[config.mk]
export PLATFORM = sky130hd
export DESIGN_NAME = wb_cmd_ctl
export DESIGN_NICKNAME = d
export VERILOG_FILES = /design/src/rtl/wb_cmd_ctl.sv
export SDC_FILE = /design/constraint.sdc
export NUM_CORES = 1
export LEC_CHECK = 0
export CORE_UTILIZATION = 40
export CTS_CLUSTER_DIAMETER = 100
export DETAILED_ROUTE_END_ITERATION = 16
export PLACE_DENSITY_LB_ADDON = 0.3
export SYNTH_ARGS = -nofsm -noshare
export SYNTH_HDL_FRONTEND = slang
export SYNTH_SLANG_ARGS = --single-unit
[constraint.sdc]
create_clock -name clk -period 3.24 [get_ports clk]
set_input_delay 0.972 -clock clk [delete_from_list [all_inputs] [get_ports clk]]
set_output_delay 0.972 -clock clk [all_outputs]
set_load 0.03 [all_outputs]
[src/rtl/wb_cmd_ctl.sv]
// Command controller between the Wishbone slave bridge and the toy SRAM array.
// Define TOYSRAM_CFG_REGS_EN to add the local register window at cmd_adr[27:24] == 4'hF.
module wb_cmd_ctl #(
    parameter int ADR_W  = 10,
    parameter int RD_LAT = 2     // legal range 1..7
) (
    input  logic             clk,
    input  logic             rst,
    input  logic             cmd_val,
    input  logic [31:0]      cmd_adr,
    input  logic             cmd_we,
    input  logic [3:0]       cmd_sel,
    input  logic [31:0]      cmd_dat,
    output logic             rd_ack,
    output logic [31:0]      rd_dat,
    output logic             sram_rd_en,
    output logic             sram_wr_en,
    output logic [ADR_W-1:0] sram_adr,
    output logic [3:0]       sram_wr_sel,
    output logic [31:0]      sram_wr_dat,
    input  logic [31:0]      sram_rd_dat
);

    localparam logic [1:0] S_IDLE    = 2'd0;
    localparam logic [1:0] S_RD_WAIT = 2'd1;
    localparam logic [1:0] S_DRAIN   = 2'd2;

    localparam logic [2:0] LAT_LD   = 3'(RD_LAT);
    localparam logic [2:0] DRAIN_LD = 3'd2;

    logic [1:0]       state_q, state_d;
    logic [2:0]       cnt_q, cnt_d;
    logic             rd_ack_q, rd_ack_d;
    logic [31:0]      rd_dat_q, rd_dat_d;
    logic             sram_rd_en_q, sram_rd_en_d;
    logic             sram_wr_en_q, sram_wr_en_d;
    logic [ADR_W-1:0] sram_adr_q, sram_adr_d;
    logic [3:0]       wr_sel_q, wr_sel_d;
    logic [31:0]      wr_dat_q, wr_dat_d;

    logic        rd_cmd, wr_cmd, win_hit, rd_done;
    logic [31:0] win_rdata;
    logic        unused_adr;

    assign rd_cmd     = cmd_val & ~cmd_we;
    assign wr_cmd     = cmd_val & cmd_we;
    assign rd_done    = (state_q == S_RD_WAIT) && (cnt_q == 3'd0);
    // Upper address bits only alias onto the array.
    assign unused_adr = ^{cmd_adr[31:ADR_W+2], cmd_adr[1:0]};

`ifdef TOYSRAM_CFG_REGS_EN
    logic [31:0] scratch_q, scratch_d;
    logic [31:0] rd_cnt_q, rd_cnt_d;

    assign win_hit = (cmd_adr[27:24] == 4'hF);

    always_comb begin
        win_rdata = 32'h0;
        case (cmd_adr[3:2])
            2'd0:    win_rdata = 32'h5453_524D;
            2'd1:    win_rdata = scratch_q;
            2'd2:    win_rdata = rd_cnt_q;
            default: win_rdata = 32'h0;
        endcase
    end

    always_comb begin
        scratch_d = scratch_q;
        rd_cnt_d  = rd_cnt_q;
        if (wr_cmd && win_hit && cmd_adr[3:2] == 2'd1) begin
            for (int b = 0; b < 4; b++) begin
                if (cmd_sel[b]) scratch_d[8*b +: 8] = cmd_dat[8*b +: 8];
            end
        end
        if (rd_done) rd_cnt_d = rd_cnt_q + 32'd1;
    end

    always_ff @(posedge clk) begin
        if (rst) begin
            scratch_q <= 32'h0;
            rd_cnt_q  <= 32'h0;
        end else begin
            scratch_q <= scratch_d;
            rd_cnt_q  <= rd_cnt_d;
        end
    end
`else
    assign win_hit   = 1'b0;
    assign win_rdata = 32'h0;
`endif

    always_comb begin
        state_d      = state_q;
        cnt_d        = cnt_q;
        rd_ack_d     = 1'b0;
        rd_dat_d     = rd_dat_q;
        sram_rd_en_d = 1'b0;
        sram_wr_en_d = 1'b0;
        sram_adr_d   = sram_adr_q;
        wr_sel_d     = wr_sel_q;
        wr_dat_d     = wr_dat_q;

        // Writes bypass the FSM; bridge duplicates are simply re-issued.
        if (wr_cmd && !win_hit) begin
            sram_wr_en_d = 1'b1;
            sram_adr_d   = cmd_adr[ADR_W+1:2];
            wr_sel_d     = cmd_sel;
            wr_dat_d     = cmd_dat;
        end

        case (state_q)
            S_IDLE: begin
                if (rd_cmd) begin
                    if (win_hit) begin
                        rd_ack_d = 1'b1;
                        rd_dat_d = win_rdata;
                        state_d  = S_DRAIN;
                        cnt_d    = DRAIN_LD;
                    end else begin
                        sram_rd_en_d = 1'b1;
                        sram_adr_d   = cmd_adr[ADR_W+1:2];
                        state_d      = S_RD_WAIT;
                        cnt_d        = LAT_LD;
                    end
                end
            end
            S_RD_WAIT: begin
                if (cnt_q == 3'd0) begin
                    rd_ack_d = 1'b1;
                    rd_dat_d = sram_rd_dat;
                    state_d  = S_DRAIN;
                    cnt_d    = DRAIN_LD;
                end else begin
                    cnt_d = cnt_q - 3'd1;
                end
            end
            // Entered in the ack cycle; the two following duplicate cycles are swallowed.
            S_DRAIN: begin
                if (cnt_q == 3'd0) state_d = S_IDLE;
                else               cnt_d   = cnt_q - 3'd1;
            end
            default: begin
                state_d = S_IDLE;
                cnt_d   = 3'd0;
            end
        endcase
    end

    always_ff @(posedge clk) begin
        if (rst) begin
            state_q      <= S_IDLE;
            cnt_q        <= 3'd0;
            rd_ack_q     <= 1'b0;
            rd_dat_q     <= 32'h0;
            sram_rd_en_q <= 1'b0;
            sram_wr_en_q <= 1'b0;
            sram_adr_q   <= '0;
            wr_sel_q     <= 4'h0;
            wr_dat_q     <= 32'h0;
        end else begin
            state_q      <= state_d;
            cnt_q        <= cnt_d;
            rd_ack_q     <= rd_ack_d;
            rd_dat_q     <= rd_dat_d;
            sram_rd_en_q <= sram_rd_en_d;
            sram_wr_en_q <= sram_wr_en_d;
            sram_adr_q   <= sram_adr_d;
            wr_sel_q     <= wr_sel_d;
            wr_dat_q     <= wr_dat_d;
        end
    end

    assign rd_ack      = rd_ack_q;
    assign rd_dat      = rd_dat_q;
    assign sram_rd_en  = sram_rd_en_q;
    assign sram_wr_en  = sram_wr_en_q;
    assign sram_adr    = sram_adr_q;
    assign sram_wr_sel = wr_sel_q;
    assign sram_wr_dat = wr_dat_q;

endmodule

==> summary.md <==
The flow ran to the end, and the final reports show no timing, DRC or antenna violations. The post-route netlist has 4.73% of its cells at a drive strength greater than 1. Number of rows created at floorplan: 31.

The setup path with the least slack is of type register to output pin. After detailed routing, the number of remaining DRC violations is 0. During I/O placement, the number of pins put on the boundary was 185. The first global-routing pass estimated 13100 um of wire. Clock tree synthesis inserted a total of 9 buffers.

The cell type group with the largest total delay on the critical path was buffers and inverters. 0 antenna diodes ended up in the layout. Counting flops with a built-in enable in the synthesized netlist gives 0. After layout, the design draws a total of 0.00230 W.

The weighted congestion reported at the end of routability-driven placement is 0.761, and the synthesized area per cell is 8.32 um2. The initial antenna violation count was 0. For this design, the CTS-stage hold fixing added 0 buffers.

The worst stage delay on the critical path was 0.69 ns; the final HPWL from detailed placement was 5580 um. The commonest cells after synthesis are nand2_1, dfxtp_1, a21oi_1. The tools report the final antenna-violating net count as 0. The number of standard cells in the final layout excluding fillers came out at 628. The first routing iteration left 101 violations.

The clock network latency to the later pin of the worst-skew pair is 0.34 ns, and the via count of the first global-routing pass is 2799. Headroom to the max-slew limit came out at 25.6%. Summing over every cut layer, the via total after detailed routing is 2924. TritonCTS built the clock tree. Relative to the synthesized area, the layout overhead comes to 59.3%. Number of endpoints with negative hold slack in the final report: 0. The total grt overflow came out at 0.

In this run, placement finished with an instance count of 612. The category of the worst setup path launch point is a register. The share of Yosys cell area claimed by the top area cell type was 55.6%; the async set-or-reset flop fraction in the synthesized netlist was 0%. The run gives 630 as the number of nets in the final layout.

For the worst setup path, the data arrival time is 1.38 ns. The tools report the buffers inserted during post-CTS setup optimization as 0. Traced cell by cell, the critical path runs through clkdlybuf4s50_1.

The worst reg2reg path depth was 6; the total negative slack was 0 ns. The tightest min-delay check is of the register to register type. The die covers 0.00809 mm2. VDD sags by at most 0.272 mV.

Cell area after synthesis: 0.00310 mm2. The hold path startpoint was sram_wr_dat[27]. Input and output buffers added on the ports amount to 162. Final hold analysis gives a worst-case slack of 0.454 ns. The number of maximum-capacitance violations came out at 0.

Synthesis produced a netlist whose cell count is 372. By area the synthesized netlist is led by dfxtp_1, nand2_1, a21oi_1, mux2i_1, nor2_1. CTS placed an instance of clkbuf_8 at the clock tree root.

STA puts the critical path data required time at 2.27 ns. Setup repair after global routing left no endpoint under its margin. The tools report the total number of clock tree sinks as 86.

The count of cells resized by post-cts repair came out at 0. The slowest stage of the critical path is the clkdlybuf4s50_1 cell. After detailed routing, the average wire length per cell comes to 12.6 um. The most used flip-flop cell after synthesis is dfxtp_1. The final number of max-transition violations is 0, and the register bit total from synthesis is 86.

In this run the critical register-to-register path is launched from cnt_q[0]. The worst register-to-register path ends at rd_dat[16]. On the final layout, the worst clock skew is 0.0139 ns. The detailed-route wire length is 7920 um, and the width of the die is 90.0 um. In the global route stage, overall resource usage came out at 20.0%. The net count of the mapped netlist is 478.

The core region is 0.00737 mm2. The worst setup path is captured at an output pin. The first TritonRoute pass finished after 4 iterations. The die is 90.0 um tall. The actual slew at the worst max-slew pin came out at 1.12 ns. The buffers plus inverters on the worst setup path works out to 1. Library cell with the highest instance count after synthesis: nand2_1. The final critical delay including setup and external delays came out at 2.35 ns.

Once the floorplan was initialized, standard cells occupied 42.0% of the core. The depth of the CTS H-tree is 3, and the areal power density over the cells is 467 mW/mm2. Terminating pin of the worst hold path: sram_wr_dat[27]. Using the TritonRoute via totals, the vias-per-cell ratio works out to 4.66.

Sequential cells were found to cover 55.6% of the synthesized design area. The top fanout value on the critical path was 2. The reported leakage power was 1.78 nW.

The biggest area contributor in the post-synthesis netlist is dfxtp_1. Dividing the final minimum period by the clock period gives 72.7%. The run gives 29 as the number of distinct library cells after synthesis. The clock slew seen by the registers of the worst setup and hold paths is 0.09 ns, and the pin count of the biggest net entering global routing is 45. The largest buffer count on any clock path is 2, and the highest attainable clock frequency is 425 MHz. The worst hold path passes through 2 cells. During synthesis, Yosys emitted a total of 0 warnings.

Setup violations remaining at the end of the flow were counted as 0. The slack of the worst reg-to-reg path came out at 1.16 ns.
## logic make-up (layout without fill, tap and decap cells)
kind of cell,after synthesis,count (layout),share of synthesized area (%)
fa+ha+maj,2,2,0.808
mux,11,11,3.56
buf+inv,29,186,5.05
flops,86,86,55.6
simple gates,166,166,21.6
compound gates,77,77,13.1
xor+xnor,1,1,0.283
## stage by stage
stage	cell area, um2	setup WS (ns)	utilization, %
2_1_floorplan	3100	1.48	-
3_3_place_gp	4750	0.855	64.4
3_5_place_dp	4750	0.841	64.4
4_1_cts	4930	0.853	66.9
5_1_grt	4930	0.824	66.9
6_report	4930	0.885	66.9
## cell type report
class	count	area [um2]
Sequential cell	86	1720
Clock buffer	10	138
Timing Repair Buffer	167	1670
Multi-Input combinational cell	257	1220
Fill cell	641	2440
Inverter	3	11.3
Clock inverter	6	45.0
Tap cell	99	124
## worst max-delay path by stage
stage / from / endpoint / slack [ns] / cells past startpoint
after detailed placement: cmd_val / cnt_q[1] / 0.84 / 5
after global placement: cmd_val / cnt_q[1] / 0.86 / 5
after floorplan: cmd_val / cnt_q[1] / 1.48 / 4
after global routing: register / sram_adr[8] / 0.82 / 1
after CTS: register / sram_adr[8] / 0.85 / 1
final: register / sram_adr[8] / 0.89 / 1
## cells in the final DEF (no fill, tap or decap), types with 2 or more instances in the layout
cell	synthesis	layout
clkdlybuf4s50_1	0	161
nand2_1	139	139
dfxtp_1	86	86
a21oi_1	69	69
nor2_1	15	15
mux2i_1	11	11
clkbuf_8	0	10
buf_4	2	4
inv_1	3	3
clkinvlp_4	0	3
nor3_1	2	2
o21ai_0	3	2
nand3b_1	2	2
ha_1	2	2
inv_6	0	2
## per-layer routing
| layer | up-vias | wire length, um | GRT usage, % |
|---|---|---|---|
| li1 | 1503 | - | - |
| met4 | 0 | 128 | 8.06 |
| met1 | 1290 | 3310 | 23.4 |
| met3 | 13 | 667 | 6.09 |
| met2 | 118 | 3810 | 34.4 |
| met5 | - | 0 | 0 |
## where the power goes
part	switching [W]	total [W]	internal, W	leakage, nW
clock network	0.000383	0.000687	0.000303	0.0853
registers	0.0000306	0.00114	0.00111	0.702
logic	0.000244	0.000472	0.000227	0.992
total	0.000658	0.00230	0.00164	1.78
No activity file was read; power rests on OpenSTA's default activity.
